[src/rtl/sigmoid_table_loader.sv]
`timescale 1ns/1ps
// sigmoid_table_loader
// Streams NUM_ENTRIES table values from a valid/ready source into a 32-entry
// register bank, starting at BASE_ADDR and wrapping modulo 32. Each accepted
// entry becomes a registered write one cycle later; done pulses with the last
// write. abort drops an in-progress load without issuing a further write.
module sigmoid_table_loader #(
  parameter int NUM_ENTRIES = 32,
  parameter int BASE_ADDR   = 0
) (
  input  logic       clk,
  input  logic       n_rst,
  input  logic       start,
  input  logic       abort,
  input  logic       src_valid,
  input  logic [3:0] src_data,
  output logic       src_ready,
  output logic       write_en,
  output logic [4:0] address_out,
  output logic [3:0] data_out,
  output logic       busy,
  output logic       done
);

  // state   | meaning
  // --------+-----------------------------------------------------------
  // IDLE    | waiting for start; source is not accepted
  // LOAD    | accepting entries, one register write per accepted entry
  // DONE    | single cycle carrying the final write and the done pulse
  typedef enum logic [1:0] {
    ST_IDLE = 2'd0,
    ST_LOAD = 2'd1,
    ST_DONE = 2'd2
  } state_e;

  // Only the low five bits of the base matter because the bank wraps at 32.
  localparam logic [4:0] BASE     = 5'(BASE_ADDR);
  localparam logic [5:0] LAST_IDX = 6'(NUM_ENTRIES - 1);

  state_e     state_q, state_d;
  logic [5:0] index_q, index_d;
  logic       write_en_q, write_en_d;
  logic [4:0] addr_q, addr_d;
  logic [3:0] data_q, data_d;
  logic       xfer;

  // abort takes precedence over a transfer in the same cycle, so it gates ready.
  assign src_ready = (state_q == ST_LOAD) && !abort;
  assign xfer      = src_valid && src_ready;

  // Next-state and write-pipeline logic; address/data hold unless a transfer occurs.
  always_comb begin
    state_d    = state_q;
    index_d    = index_q;
    write_en_d = 1'b0;
    addr_d     = addr_q;
    data_d     = data_q;
    case (state_q)
      ST_IDLE: begin
        if (start) begin
          state_d = ST_LOAD;
          index_d = '0;
        end
      end
      ST_LOAD: begin
        if (abort) begin
          state_d = ST_IDLE;
        end else if (xfer) begin
          write_en_d = 1'b1;
          addr_d     = BASE + index_q[4:0];
          data_d     = src_data;
          index_d    = index_q + 6'd1;
          if (index_q == LAST_IDX) begin
            state_d = ST_DONE;
          end
        end
      end
      ST_DONE: begin
        state_d = ST_IDLE;
      end
      default: begin
        state_d = ST_IDLE;
      end
    endcase
  end

  // State and registered write outputs; reset clears everything immediately.
  always_ff @(posedge clk or negedge n_rst) begin
    if (!n_rst) begin
      state_q    <= ST_IDLE;
      index_q    <= '0;
      write_en_q <= 1'b0;
      addr_q     <= '0;
      data_q     <= '0;
    end else begin
      state_q    <= state_d;
      index_q    <= index_d;
      write_en_q <= write_en_d;
      addr_q     <= addr_d;
      data_q     <= data_d;
    end
  end

  assign write_en    = write_en_q;
  assign address_out = addr_q;
  assign data_out    = data_q;
  assign busy        = (state_q == ST_LOAD);
  assign done        = (state_q == ST_DONE);

endmodule

[config.mk]
export PLATFORM = sky130hd
export DESIGN_NAME = sigmoid_table_loader
export DESIGN_NICKNAME = d
export VERILOG_FILES = /design/src/rtl/sigmoid_table_loader.sv
export SDC_FILE = /design/constraint.sdc
export NUM_CORES = 1
export LEC_CHECK = 0
export ABC_CLOCK_PERIOD_IN_PS = 3200
export BUFFER_PORTS_ARGS = -buffer_cell sky130_fd_sc_hd__buf_2
export CAP_MARGIN = 20
export CORE_MARGIN = 8
export CORE_UTILIZATION = 53
export CTS_CLUSTER_DIAMETER = 50
export CTS_CLUSTER_SIZE = 8
export DETAILED_ROUTE_END_ITERATION = 16
export PLACE_DENSITY = 0.8
export SETUP_SLACK_MARGIN = 0.05
export SYNTH_ARGS = -nofsm -noshare
export SYNTH_HDL_FRONTEND = slang
export SYNTH_SLANG_ARGS = --single-unit
[constraint.sdc]
create_clock -name clk -period 3.2 [get_ports clk]
set_input_delay 0.48 -clock clk [delete_from_list [all_inputs] [get_ports clk]]
set_output_delay 0.48 -clock clk [all_outputs]
set_load 0.005 [all_outputs]
==> results.py, run 1 <==
metrics = {
    "status": {
        "outcome": "completed",
    },
    "clock_network": {
        "path_clk_slew_ps": 100,
        "cts_tree": "built",
        "htreeDepth": 1,
        "cts_setup_buffers": 0,
        "postCtsResizedCells": 0,
        "cts_made_buffers": 3,
        "clockBufferDepth": 2,
        "cts-root-buf": "clkbuf_4",
        "cts_num_sinks": 18,
        "cts_hold_buf": 0,
        "clock_latency_ps": 300,
    },
    "route": {
        "via_per_inst": 5.59,
        "drcViolationCount": 0,
        "drtIter0Drc": 18,
        "wl_per_cell_um": 13.9,
        "dr.pass1.iters": 4,
        "vias": 693,
        "ant_nets": 0,
        "wirelength_um": 1720,
    },
    "run": {
        "drv_cap": 0,
    },
    "cells_and_area": {
        "syn_to_final_growth_pct": 17.6,
        "fin_nets": 119,
        "drive_gt1_frac": 0.269,
        "final_common_cell": "nand2_1",
        "fin_cells": 124,
        "antenna_cells": 0,
        "nFillCells": 125,
        "mostFrequentLayoutCells": "nand2_1 (31), buf_2 (21), dfrtp_1 (18)",
    },
    "setup_path": {
        "start_kind": "flip-flop",
        "crit_required_ps": 2720,
        "crit_path_max_incr_delay_ps": 520,
        "setup.worst_path.end_class": "output pin",
        "critPathTopFamily": "flip-flops",
        "arrival_ps": 1220,
        "slowest_stage": "dfrtp_1",
        "crit_type": "reg -> out",
        "critical_path_buf_inv_count": 2,
        "crit_fanout": 8,
        "crit_chain": "nand2b_1 > inv_1 > buf_2",
    },
    "floorplanning": {
        "die_w_um": 55.5,
        "rows": 14,
        "initial_core_util": 0.555,
        "die-area_um2": 3080,
        "die_h_um": 55.5,
        "pin_count": 22,
        "coreArea_um2": 1490,
    },
    "yosys": {
        "syn_area_um2": 826,
        "ys_seq_area_frac": 0.545,
        "yosys.area_share.simple": 0.314,
        "ys_seq_elements": 18,
        "synth_xor_area_frac": 0,
        "synth_mux_area_frac": 0.0121,
        "syn_inst": 85,
        "synth.area.top_cells": "dfrtp_1 (55%), nand2_1 (14%), nand4bb_4 (3.3%), nand3_1 (2.4%), nand2b_1 (2.3%)",
        "synth_ff_type": "dfrtp_1",
        "syn_avg_cell_area_um2": 9.72,
        "synth_top_family_by_area": "simple AND/OR/NAND/NOR gates",
        "synth_warnings": 0,
        "synth_top_area_cell": "dfrtp_1",
        "synth_top_area_share": 0.545,
        "synth_nets": 95,
        "yosysUniqueCellTypes": 27,
        "synth_edf_count": 0,
        "async_flop_share": 1.00,
        "synth_compound_area_frac": 0.0788,
        "synthAdderAreaFrac": 0.0152,
    },
    "global_route": {
        "grt_max_degree": 19,
        "grt_first_pass_wirelength_um": 2890,
        "antenna_found_initial": 0,
        "gr-total-overflow": 0,
        "grt_pass1_vias": 666,
        "grt_usage": 0.113,
    },
    "placement": {
        "dp_slack_ps": 1670,
        "port_buffers": 21,
        "hpwl_um": 1240,
        "dp.cells": 120,
        "gp_congestion": 0.843,
    },
    "sta": {
        "rsz0062_at_grt": "no",
        "setup_viol": 0,
        "fin_crit_ps": 1700,
        "fin_setup_tns_ps": 0,
        "period_share": 0.531,
        "maxClockFrequency_ghz": 0.588,
        "timing.slew.headroom": 0.737,
        "timing.final.ws_setup_ps": 1500,
        "maxSlewViolCount": 0,
        "tightest_slew_ps": 395,
        "finalHoldViolCount": 0,
        "skew_ps": 6.76,
    },
    "min_path": {
        "min-delay-path-class": "in -> async",
    },
    "power_and_ir_drop": {
        "leakage_nw": 0.528,
        "vdd_drop_max_uv": 509,
        "p_per_area_nw_per_um2": 613,
        "total_power_w": 0.000595,
    },
}
-- worst register-to-register path: stages, from the launching register on --
cell,delay [ps]
dfrtp_1,430
nand4bb_4,380
clkinv_2,260
a21oi_1,90
a31oi_1,160
-- registers in the layout, summed over array words and instances, names as in the netlist --
register	flops
write_en	1
state_q	2
data_out	4
address_out	5
index_q	6
-- final timing paths --
path / startpoint / to / slack, ps / depth (start not counted)
setup / recovery: state_q[0] / busy / 1500 / 3
hold / removal: n_rst / address_out[3] / 90 / 1
setup reg to reg: state_q[1] / index_q[3] / 1810 / 4
hold reg to reg: data_out[0] / data_out[0] / 480 / 2
max in group asynchronous: n_rst / index_q[0] / 2830 / 1
min in group clk: src_data[1] / data_out[1] / 370 / 3
-- power breakdown --
group / switching, W / total (W) / internal, W
Clock: 0.0000701 / 0.000139 / 0.0000694
Combinational: 0.0000697 / 0.000135 / 0.0000653
Sequential: 0.0000422 / 0.000320 / 0.000278
Total: 0.000182 / 0.000595 / 0.000413
-- cell families after synthesis --
logic type               after synthesis
adder cells (fa/ha/maj)                1
buffers and inverters                  5
flip-flops                            18
multiplexers                           1
AO/OA/AOI/OAI                         10
AND/OR/NAND/NOR                       50
-- metal layers --
layer	up-vias	GRT usage	wire length [um]
li1	336	-	-
met1	324	0.128	773
met2	29	0.173	762
met3	4	0.0502	146
met4	0	0.0634	36
met5	-	0	0
-- stage by stage --
stage	util	hold WS, ps	instance area [um2]
final	0.652	88.0	971
after global routing	0.652	121	971
after CTS	0.652	99.3	971
after detailed placement	0.628	427	935
after global placement	0.628	426	935
after floorplan	-	184	826
-- area by class of cell --
cell class | count | area (um2) | share of cell area
Timing Repair Buffer | 21 | 105 | 0.108
Multi-Input combinational cell | 62 | 347 | 0.357
Inverter | 3 | 12.5 | 0.0129
Tap cell | 16 | 20.0 | 0.0206
Clock buffer | 4 | 36.3 | 0.0374
Sequential cell | 18 | 450 | 0.464
-- cell usage after synthesis (2+ instances only) --
library cell and number:
and3_1 2, nand3_1 4, a21oi_1 3, dfrtp_1 18, nand2_1 31, nand2b_1 3
o211ai_1 2, nor2_1 2, inv_1 2
Note: power is estimated with default switching activity, not from simulation.
==> inputs of run 2 (changes only) <==
- ABC_AREA: default -> 1
- ABC_CLOCK_PERIOD_IN_PS: 3200 -> 1600
- CORE_UTILIZATION: 53 -> 50
- PLACE_DENSITY: 0.8 -> 0.76
- clock period: 3.2 -> 1.6 ns (I/O delays scaled with it)
==> results.py, run 2 <==
metrics = {
    "status": {
        "outcome": "completed",
    },
    "placement": {
        "port_buffers": 21,
        "hpwl_um": 1430,
        "gp_congestion": 0.857,
        "dp.cells": 144,
    },
    "floorplanning": {
        "rows": 15,
        "die-area_um2": 3280,
        "die_h_um": 57.3,
        "coreArea_um2": 1670,
        "pin_count": 22,
        "initial_core_util": 0.510,
        "die_w_um": 57.3,
    },
    "sta": {
        "period_share": 0.874,
        "timing.slew.headroom": 0.732,
        "fin_setup_tns_ps": 0,
        "maxClockFrequency_ghz": 0.715,
        "hold_ws_ps": 147,
        "rsz0062_at_grt": "no",
        "maxSlewViolCount": 0,
        "fin_crit_ps": 1400,
        "skew_ps": 2.31,
        "setup_viol": 0,
        "tightest_slew_ps": 403,
        "finalHoldViolCount": 0,
    },
    "power_and_ir_drop": {
        "pwr-share-comb": 0.216,
        "p_int_w": 0.000694,
        "netSwitchingPower_w": 0.000294,
        "p_per_area_nw_per_um2": 964,
        "swShare": 0.298,
        "p_seq_frac": 0.564,
        "vdd_drop_max_uv": 537,
        "total_power_w": 0.000988,
        "leakage_nw": 0.606,
        "power_frac_clock": 0.220,
    },
    "route": {
        "drcViolationCount": 0,
        "vias": 749,
        "dr.pass1.iters": 4,
        "drtIter0Drc": 13,
        "wl_per_cell_um": 12.4,
        "ant_nets": 0,
        "wirelength_um": 1880,
        "via_per_inst": 4.96,
    },
    "yosys": {
        "synthMostInstantiatedCell": "nand2_1",
        "syn_area_um2": 852,
        "synth_top_area_cell": "dfrtp_1",
        "synth.area.top_cells": "dfrtp_1 (53%), nand2_1 (22%), inv_1 (4.8%), nand3_1 (3.5%), nor2_1 (2.6%)",
        "synth_edf_count": 0,
        "synth_top_area_share": 0.529,
        "synth_ff_type": "dfrtp_1",
        "ys_seq_elements": 18,
        "synth_nets": 117,
        "async_flop_share": 1.00,
        "synth_xor_area_frac": 0,
        "ys_seq_area_frac": 0.529,
        "synthTopCellsByCount": "nand2_1 (50), dfrtp_1 (18), inv_1 (11)",
        "synth_warnings": 0,
        "synthAdderAreaFrac": 0.0147,
        "synth_mux_area_frac": 0,
        "synth_compound_area_frac": 0.0602,
        "yosysUniqueCellTypes": 18,
        "synth_top_family_by_area": "simple AND/OR/NAND/NOR gates",
        "syn_inst": 107,
        "yosys.area_share.simple": 0.317,
        "syn_avg_cell_area_um2": 7.96,
    },
    "global_route": {
        "grtUsageMet3": 0.0359,
        "top_usage_layer": "met2",
        "grt_first_pass_wirelength_um": 3140,
        "grt_max_degree": 19,
        "grt_usage": 0.122,
        "grt_pass1_vias": 735,
        "use_met2": 0.213,
        "antenna_found_initial": 0,
        "met1_usage": 0.128,
        "gr-total-overflow": 0,
    },
    "cells_and_area": {
        "largest_register_ffs": 6,
        "fin_cells": 151,
        "mostFrequentLayoutCells": "nand2_1 (49), buf_2 (21), dfrtp_1 (18)",
        "antenna_cells": 0,
        "top_register": "index_q",
        "utilization": 0.613,
        "syn_to_final_growth_pct": 20.3,
        "fin_nets": 146,
        "final_common_cell": "nand2_1",
        "drive_gt1_frac": 0.254,
    },
    "setup_path": {
        "ff2ff_setup_slack_ps": 280,
        "crit_fanout": 5,
        "start_kind": "flip-flop",
        "critical_path.endpoint": "src_ready",
        "crit_type": "reg -> out",
        "cp-startpoint": "state_q[1]",
        "worstRegToRegCells": 6,
        "setup.worst_path.end_class": "output pin",
        "arrival_ps": 1160,
        "crit_required_ps": 1360,
        "r2r-end": "address_out[0]",
        "reg2reg_from": "state_q[1]",
    },
    "clock_network": {
        "cts_made_buffers": 3,
        "clockBufferDepth": 2,
        "cts-root-buf": "clkbuf_4",
        "cts_tree": "built",
        "htreeDepth": 1,
        "cts_num_sinks": 18,
        "path_clk_slew_ps": 90,
        "clock_latency_ps": 290,
    },
    "min_path": {
        "min-delay-path-class": "in -> reg",
    },
    "run": {
        "drv_cap": 0,
    },
}
-- run 2: changes by cell type in the layout (fill, tap and decap cells not counted), sizes merged, moves of 3 or more --
cell | previous run | this run
buf | 21 | 25
inv | 2 | 13
nand2 | 31 | 51
nand2b | 3 | 0
nor2 | 2 | 6
-- run 2: cells by family (layout without fill, tap and decap cells) --
| logic type | Yosys count | in the layout |
|---|---|---|
| and+or+nand+nor | 66 | 66 |
| DFF | 18 | 18 |
| buffers and inverters | 15 | 42 |
| AOI/OAI and AO/OA | 7 | 7 |
| adders and majority gates | 1 | 1 |
-- run 2: layout make-up --
type | count | area (um2)
repair buffers | 26 | 145
multi-input cells | 74 | 337
fillers | 153 | 646
well taps | 17 | 21.3
clock buffers | 3 | 22.5
inverters | 13 | 48.8
flip-flops and latches | 18 | 450
-- run 2: worst min path at each step --
stage	startpoint	to	cells after the start
6_report	src_data[3]	data_out[3]	3
2_1_floorplan	n_rst	address_out[0]	0
3_5_place_dp	n_rst	write_en	1
4_1_cts	src_data[3]	data_out[3]	3
5_1_grt	src_data[3]	data_out[3]	3
3_3_place_gp	n_rst	write_en	1
-- run 2: power groups by stage --
stage	Sequential [W]	Clock (W)	Combinational, W
2_1_floorplan	0.000567	0	0.000115
5_1_grt	0.000564	0.000246	0.000244
6_report	0.000557	0.000218	0.000213
3_3_place_gp	0.000561	0	0.000207
4_1_cts	0.000556	0.000220	0.000218
3_5_place_dp	0.000565	0	0.000213
-- run 2: metal layers --
metal / vias to the layer above / wire, um
li1: 382 / -
met5: - / 0
met4: 0 / 32
met2: 25 / 904
met1: 337 / 774
met3: 5 / 163
-- run 2: stage by stage --
| stage | area (um2) | worst slack, ps |
|---|---|---|
| 3_3_place_gp | 967 | 383 |
| 6_report | 1020 | 201 |
| 4_1_cts | 1000 | 129 |
| 5_1_grt | 1020 | 76.2 |
| 3_5_place_dp | 967 | 354 |
| 2_1_floorplan | 852 | 523 |
-- run 2: worst max-delay path, stage by stage (launching register included) --
cell     delay (ps)
dfrtp_1         390
inv_2           100
nand2_2          80
inv_1            80
nand2_1          60
inv_1            60
buf_2           110
-- run 2: repair_timing --
item | in CTS | in global routing
endpoints found under the hold margin | 18 | 0
setup endpoints to repair | 0 | 1
gates resized for setup | 0 | 1
setup buffers | 0 | 3
hold buffers | 1 | 0
==> inputs of run 3 (changes only) <==
- BUFFER_PORTS_ARGS: -buffer_cell sky130_fd_sc_hd__buf_2 -> default
- CORE_UTILIZATION: 50 -> 59
- DONT_BUFFER_PORTS: default -> 1
- PLACE_DENSITY: 0.76 -> 0.75
- REMOVE_ABC_BUFFERS: default -> 1
==> results.py, run 3 (synthesis results as in run 2) <==
metrics = {
    "status": {
        "outcome": "completed",
    },
    "placement": {
        "port_buffers": 0,
        "dp.cells": 121,
        "dpl_cell_area_um2": 860,
        "hpwl_um": 1270,
        "gp_congestion": 0.904,
    },
    "route": {
        "dr.pass1.iters": 6,
        "vias": 643,
        "wl_per_cell_um": 13.0,
        "wirelength_um": 1630,
        "drtIter0Drc": 9,
        "drcViolationCount": 0,
        "ant_nets": 0,
        "via_per_inst": 5.10,
    },
    "clock_network": {
        "clockBufferDepth": 2,
        "cts_made_buffers": 3,
        "cts-root-buf": "clkbuf_4",
        "cts_tree": "built",
        "cts_num_sinks": 18,
        "htreeDepth": 1,
        "clock_latency_ps": 280,
        "cts_setup_buffers": 0,
        "path_clk_slew_ps": 100,
    },
    "cells_and_area": {
        "fin_nets": 122,
        "final_cell_area_um2": 906,
        "fin_cells": 126,
        "nFillCells": 117,
        "syn_to_final_growth_pct": 6.31,
        "final_common_cell": "nand2_1",
        "antenna_cells": 0,
        "mostFrequentLayoutCells": "nand2_1 (50), dfrtp_1 (18), inv_1 (10)",
        "top_register": "index_q",
        "drive_gt1_frac": 0.0991,
        "largest_register_ffs": 6,
        "utilization": 0.679,
    },
    "power_and_ir_drop": {
        "p_per_area_nw_per_um2": 1080,
        "netSwitchingPower_w": 0.000277,
        "pwr-share-comb": 0.147,
        "leakage_nw": 0.505,
        "swShare": 0.282,
        "p_int_w": 0.000705,
        "power_frac_clock": 0.270,
        "p_seq_frac": 0.583,
        "vdd_drop_max_uv": 845,
    },
    "sta": {
        "maxClockFrequency_ghz": 0.702,
        "fin_setup_tns_ps": 0,
        "tightest_slew_ps": 790,
        "maxSlewViolCount": 0,
        "period_share": 0.890,
        "timing.slew.headroom": 0.472,
        "finalHoldViolCount": 0,
        "setup_viol": 0,
        "rsz0062_at_grt": "no",
        "hold_ws_ps": 71.1,
        "skew_ps": 7.74,
        "fin_crit_ps": 1420,
    },
    "setup_path": {
        "start_kind": "flip-flop",
        "crit_required_ps": 1360,
        "crit_type": "reg -> out",
        "crit_fanout": 7,
        "arrival_ps": 1180,
        "setup.worst_path.end_class": "output pin",
    },
    "floorplanning": {
        "coreArea_um2": 1330,
        "pin_count": 22,
        "die_h_um": 54,
        "initial_core_util": 0.639,
        "die-area_um2": 2920,
        "die_w_um": 54,
        "rows": 13,
    },
    "global_route": {
        "grt_pass1_vias": 650,
        "gr-total-overflow": 0,
        "grt_usage": 0.126,
        "antenna_found_initial": 0,
        "grt_max_degree": 19,
        "grt_first_pass_wirelength_um": 2860,
    },
    "run": {
        "drv_cap": 0,
    },
    "min_path": {
        "min-delay-path-class": "in -> reg",
    },
}
## run 3: path summary, 6_finish.rpt
| path | startpoint | endpoint | slack, ps | cells after the start |
|---|---|---|---|---|
| max | state_q[1] | src_ready | 180 | 5 |
| min | src_data[2] | data_out[2] | 70 | 2 |
| max reg2reg | state_q[1] | address_out[0] | 340 | 5 |
| min reg2reg | data_out[3] | data_out[3] | 520 | 2 |
| max in group asynchronous | n_rst | index_q[0] | 630 | 1 |
| min in group asynchronous | n_rst | state_q[0] | 480 | 1 |
## run 3: critical path: stages (launching register included)
cell,delay [ps]
dfrtp_1,390
inv_2,110
nand2_1,140
inv_2,100
nand2_1,70
inv_1,100
## run 3: what timing repair did
action                                  CTS  global route
gates resized for setup                   0             1
endpoints found under the setup margin    0             1
hold endpoints to repair                 18             0
hold buffers                              1             0
## run 3: routing by layer
metal | part of all wire | vias up | global-route usage
met5 | 0 | - | 0
met4 | 0 | 0 | 0.0164
met3 | 0.060 | 0 | 0.0496
met2 | 0.49 | 13 | 0.208
met1 | 0.45 | 293 | 0.157
li1 | - | 337 | -
## run 3: cell type report
type                    instances  area, um2  area share
inverters                      13       48.8      0.0539
repair buffers                  2       17.5      0.0193
well taps                      15       18.8      0.0207
multi-input cells              74        334       0.369
clock buffers                   4       36.3      0.0401
flip-flops and latches         18        450       0.497
## run 3: through the flow
stage                     setup slack, ps  total power, W
after floorplan                       381        0.000676
after global placement                366        0.000711
after detailed placement              359        0.000718
after CTS                             153         0.00100
after global routing                 75.8         0.00105
final                                 176        0.000982
## run 3: power by group through the flow
stage          Clock [W]  Combinational, W  Sequential, W
6_report        0.000265          0.000144       0.000572
5_1_grt         0.000306          0.000168       0.000581
4_1_cts         0.000283          0.000146       0.000575
3_5_place_dp           0          0.000134       0.000584
3_3_place_gp           0          0.000131       0.000579
2_1_floorplan          0          0.000109       0.000567
